File: src/rtl/sr_bank_arbiter.sv
`default_nettype none
// ============================================================================
// Module      : sr_bank_arbiter
// Description : Round-robin arbiter granting NREQ requesters set/reset access
//               to a shared bank of SR flags; ops apply one cycle after grant.
// Revision    : 1.0 - initial release
// ============================================================================
module sr_bank_arbiter #(
  parameter int NREQ  = 4,
  parameter int NFLAG = 8,
  parameter int IW    = 3
) (
  input  logic                 clk,
  input  logic                 rst,
  input  logic [NREQ-1:0]      req,
  input  logic [NREQ-1:0]      op_s,
  input  logic [NREQ-1:0]      op_r,
  input  logic [NREQ*IW-1:0]   idx,
  input  logic                 clr_all,
  output logic [NREQ-1:0]      gnt,
  output logic                 err,
  output logic [NFLAG-1:0]     q,
  output logic [NFLAG-1:0]     qb
);

  localparam int              LW         = (NREQ > 1) ? $clog2(NREQ) : 1;
  localparam logic [LW-1:0]   C_LAST_RST = LW'(NREQ - 1);

  logic [NREQ-1:0]  r_gnt;
  logic             r_err;
  logic [NFLAG-1:0] r_q;
  logic [NFLAG-1:0] r_qb;
  logic [LW-1:0]    r_last;
  logic             r_pend_valid;
  logic             r_pend_s;
  logic             r_pend_r;
  logic [IW-1:0]    r_pend_idx;

  logic [NREQ-1:0]  w_elig;
  logic             w_found;
  logic [LW-1:0]    w_win;
  logic [LW-1:0]    w_cand;
  logic             w_idx_ok;
  logic [NFLAG-1:0] w_q_next;
  logic             w_err_next;

  // The requester currently holding its grant pulse sits out this round.
  assign w_elig = req & ~r_gnt;

  always_comb begin
    w_found = 1'b0;
    w_win   = r_last;
    w_cand  = '0;
    for (int k = 0; k < NREQ; k++) begin
      w_cand = LW'((int'(r_last) + k + 1) % NREQ);
      if (!w_found && w_elig[w_cand]) begin
        w_found = 1'b1;
        w_win   = w_cand;
      end
    end
  end

  assign w_idx_ok = (32'(r_pend_idx) < 32'(NFLAG));

  // clr_all wins over whatever op is being applied at the same edge.
  always_comb begin
    w_q_next   = r_q;
    w_err_next = 1'b0;
    if (r_pend_valid) begin
      if ((r_pend_s && r_pend_r) || !w_idx_ok) begin
        w_err_next = 1'b1;
      end else begin
        for (int i = 0; i < NFLAG; i++) begin
          if (32'(r_pend_idx) == 32'(i)) begin
            if (r_pend_s) begin
              w_q_next[i] = 1'b1;
            end else if (r_pend_r) begin
              w_q_next[i] = 1'b0;
            end
          end
        end
      end
    end
    if (clr_all) begin
      w_q_next   = '0;
      w_err_next = 1'b0;
    end
  end

  always_ff @(posedge clk) begin
    if (rst) begin
      r_gnt        <= '0;
      r_err        <= 1'b0;
      r_q          <= '0;
      r_qb         <= '1;
      r_last       <= C_LAST_RST;
      r_pend_valid <= 1'b0;
      r_pend_s     <= 1'b0;
      r_pend_r     <= 1'b0;
      r_pend_idx   <= '0;
    end else begin
      r_q   <= w_q_next;
      r_qb  <= ~w_q_next;
      r_err <= w_err_next;
      if (w_found) begin
        r_gnt        <= NREQ'(1) << w_win;
        r_last       <= w_win;
        r_pend_valid <= 1'b1;
        r_pend_s     <= op_s[w_win];
        r_pend_r     <= op_r[w_win];
        r_pend_idx   <= idx[int'(w_win)*IW +: IW];
      end else begin
        r_gnt        <= '0;
        r_pend_valid <= 1'b0;
      end
    end
  end

  assign gnt = r_gnt;
  assign err = r_err;
  assign q   = r_q;
  assign qb  = r_qb;

endmodule
`default_nettype wire
File: config.mk
export PLATFORM = sky130hd
export DESIGN_NAME = sr_bank_arbiter
export DESIGN_NICKNAME = d
export VERILOG_FILES = /design/src/rtl/sr_bank_arbiter.sv
export SDC_FILE = /design/constraint.sdc
export NUM_CORES = 1
export LEC_CHECK = 0
export BUFFER_PORTS_ARGS = -buffer_cell sky130_fd_sc_hd__buf_4
export CORE_MARGIN = 5
export CORE_UTILIZATION = 44
export DETAILED_ROUTE_END_ITERATION = 10
export GPL_ROUTABILITY_DRIVEN = 0
export PLACE_DENSITY = 0.74
export SKIP_LAST_GASP = 1
export SYNTH_ARGS = -nofsm -noshare
export SYNTH_HDL_FRONTEND = slang
export SYNTH_SLANG_ARGS = --single-unit
File: constraint.sdc
create_clock -name clk -period 1.5 [get_ports clk]
set_input_delay 0.3 -clock clk [delete_from_list [all_inputs] [get_ports clk]]
set_output_delay 0.3 -clock clk [all_outputs]
set_load 0.02 [all_outputs]
==> flow_metrics.env <==
export IMPL_power_mw=2.73
export IMPL_cts_tree="built"
export IMPL_placed_area_um2=1950
export IMPL_synth_warnings=0
export IMPL_grt_max_degree=13
export IMPL_r2r_end="r_pend_r"
export IMPL_drive_above_1_share_pct=52.5
export IMPL_fmax_mhz=591
export IMPL_design_portCount=48
export IMPL_critPathCaptureType="flip-flop"
export IMPL_fillers=201
export IMPL_period_needed_ns=1.69
export IMPL_hp_class="in2reg"
export IMPL_drv_cap=0
export IMPL_final_area_um2=2270
export IMPL_clockBufferDepth=2
export IMPL_holdPathEnd="r_last[0]"
export IMPL_drt_iter0_markers=103
export IMPL_insertion_delay_ns=0.35
export IMPL_avgViaCountPerCell=5.42
export IMPL_synth_cell_types=39
export IMPL_outcome="finished with violations"
export IMPL_rows=20
export IMPL_die_y_um=66.1
export IMPL_dp_hpwl_um=3110
export IMPL_maxSlewViolCount=0
export IMPL_worstHoldStart="rst"
export IMPL_track_usage_pct=20.1
export IMPL_finalHoldViolations=0
export IMPL_routed_wl_um=4390
export IMPL_dr_pass1_iters=4
export IMPL_cts_buffers=5
export IMPL_cts_clk_slew_worst_paths_ns=0.11
export IMPL_cp_data_required_time_ns=1.73
export IMPL_fin_util_pct=75.0
export IMPL_setup_ws_ns=-0.192
export IMPL_ant_nets=0
export IMPL_reg2regPathDepth=6
export IMPL_startpoint_type="flip-flop"
export IMPL_coreArea_um2=3030
export IMPL_wl_per_cell_um=15.6
export IMPL_vias=1529
export IMPL_hold_depth=2
export IMPL_grt_overflow=0
export IMPL_syn_area_um2=1390
export IMPL_power_density_nw_per_um2=1200
export IMPL_syn_num_nets=186
export IMPL_violations="negative setup slack"
export IMPL_crit_type="reg2reg"
export IMPL_root_buffer="clkbuf_4"
export IMPL_cp_arrival_ns=1.93
export IMPL_cellLeakagePower_nw=0.927
export IMPL_h_tree_depth=2
export IMPL_port_buffer_count=47
export IMPL_grt_pass1_vias=1494
export IMPL_final_setup_viol_count=10
export IMPL_finalClockSkew_ns=0.0214
export IMPL_syn_area_per_cell_um2=8.71
export IMPL_hold_buffers=0
export IMPL_ys_seq_elements=29
export IMPL_maxSlewHeadroom_pct=72.2
export IMPL_area_growth_pct=63.9
export IMPL_reg2reg_slack_ns=-0.19
export IMPL_drcViolationCount=0
export IMPL_antenna_cells=0
export IMPL_die_width_um=66.1
export IMPL_grt_pass1_wl_um=6760
export IMPL_start_util_pct=45.7
export IMPL_r2r_start="gnt[3]"
export IMPL_ys_seq_area_share_pct=41.9
export IMPL_antenna_found_initial=0
export IMPL_crit_path_max_fanout=4
export IMPL_syn_inst=159
export IMPL_die_area_um2=4370
export IMPL_finalCritPeriodShare_pct=113
export IMPL_hold_ws_ns=0.154
export IMPL_rsz0062_at_grt="yes"
export IMPL_tns_ns=-1.29
export IMPL_clock_sinks=29
export IMPL_finalNetCount=264
export IMPL_tightest_slew_ns=0.418
export IMPL_peakVddDrop_mv=0.601
==> cell families after synthesis <==
logic type / Yosys count / synth area share [%]
AOI/OAI and AO/OA: 58 / 30.6
DFF: 29 / 41.9
buffers and inverters: 25 / 7.86
muxes: 3 / 2.17
and+or+nand+nor: 44 / 17.4
==> how the worst max path moves through the flow <==
stage	from	end	slack [ns]	depth (start not counted)
after floorplan	gnt[2]	r_pend_idx[0]	-0.12	6
after global placement	req[1]	r_pend_s	-0.30	6
after detailed placement	req[1]	r_pend_s	-0.33	6
after CTS	gnt[3]	r_pend_s	-0.19	6
after global routing	gnt[3]	r_pend_r	-0.25	7
final	gnt[3]	r_pend_r	-0.19	6
==> synthesized netlist by cell type, drive strengths merged <==
library cell,count,share of area (%)
dfxtp,29,42
inv,18,4.9
o21ai,14,5.1
a211oi,13,7.9
a21oi,10,3.6
nand2,10,2.7
nor2,10,2.7
nand2b,7,3.7
o31ai,5,2.7
clkbuf,4,1.1
nor3,4,1.4
buf,3,1.9
mux2i,3,2.2
a2111oi,2,1.3
nand3,2,0.72
nand3b,2,1.1
nor2b,2,0.90
o211ai,2,1.1
o22ai,2,1.4
or2,2,0.90
a211o,1,0.63
a21boi,1,0.54
a21o,1,0.54
a2bb2oi,1,0.63
a31oi,1,0.45
a32o,1,0.72
a32oi,1,2.0
a41o,1,0.81
and2b,1,0.72
nor3b,1,0.90
nor4,1,0.45
o221ai,1,0.63
o311ai,1,0.63
or2b,1,0.54
or3b,1,0.63
==> flip-flops by register name, summed over array words and instances (netlist names) <==
| signal | cells |
|---|---|
| q | 8 |
| qb | 8 |
| gnt | 4 |
| r_pend_idx | 3 |
| r_last | 2 |
| err | 1 |
| r_pend_r | 1 |
| r_pend_s | 1 |
| r_pend_valid | 1 |
==> cell usage in the layout, fill, tap and decap left out, drive strengths merged, types with 2 or more instances in the layout <==
cell type	n
nand3b	2
a21oi	10
nor2	10
nor3	4
nand2	10
o21ai	14
o22ai	2
nand3	2
o31ai	5
or2	2
a2111oi	2
clkbuf	7
nand2b	7
a211oi	13
inv	18
o211ai	2
buf	78
nor2b	2
dfxtp	29
mux2i	3
==> critical path, cell delays in order (launching register included) <==
cell	delay (ns)
dfxtp_4	0.36
and2b_4	0.18
a211o_1	0.33
buf_4	0.17
a32o_2	0.26
a211oi_2	0.20
o31ai_1	0.09
==> per-stage QoR <==
step	setup WS [ns]	std cells
after floorplan	-0.124	159
after CTS	-0.185	279
final	-0.192	282
after global routing	-0.250	282
after detailed placement	-0.326	269
after global placement	-0.304	269
==> final cells by class <==
class	count	area [µm²]	share of cell area [%]
Multi-Input combinational cell	105	855	37.7
Clock inverter	1	7.51	0.331
Timing Repair Buffer	78	621	27.3
Sequential cell	29	588	25.9
Inverter	18	67.6	2.98
Clock buffer	7	76.3	3.36
Tap cell	44	55.1	2.43
==> where the power goes <==
| group | internal, mW | switching (mW) | leakage (nW) | total, mW |
|---|---|---|---|---|
| Sequential | 0.851 | 0.0955 | 0.238 | 0.946 |
| Combinational | 0.583 | 0.559 | 0.646 | 1.14 |
| Clock | 0.329 | 0.312 | 0.0427 | 0.641 |
| Total | 1.76 | 0.967 | 0.927 | 2.73 |
==> per-layer routing <==
| layer | track usage, % | vias to the layer above | wire (µm) |
|---|---|---|---|
| met2 | 34.0 | 74 | 2240 |
| met5 | 0 | - | 0 |
| met3 | 5.10 | 13 | 299 |
| li1 | - | 725 | - |
| met1 | 24.4 | 717 | 1730 |
| met4 | 7.61 | 0 | 118 |
==> what timing repair did <==
item,4_1_cts,5_1_grt
buffers inserted,2,3
endpoints found under the setup margin,11,13
gates resized for setup,18,24
pin swaps,9,15
Power figures use the tool's default switching activity.
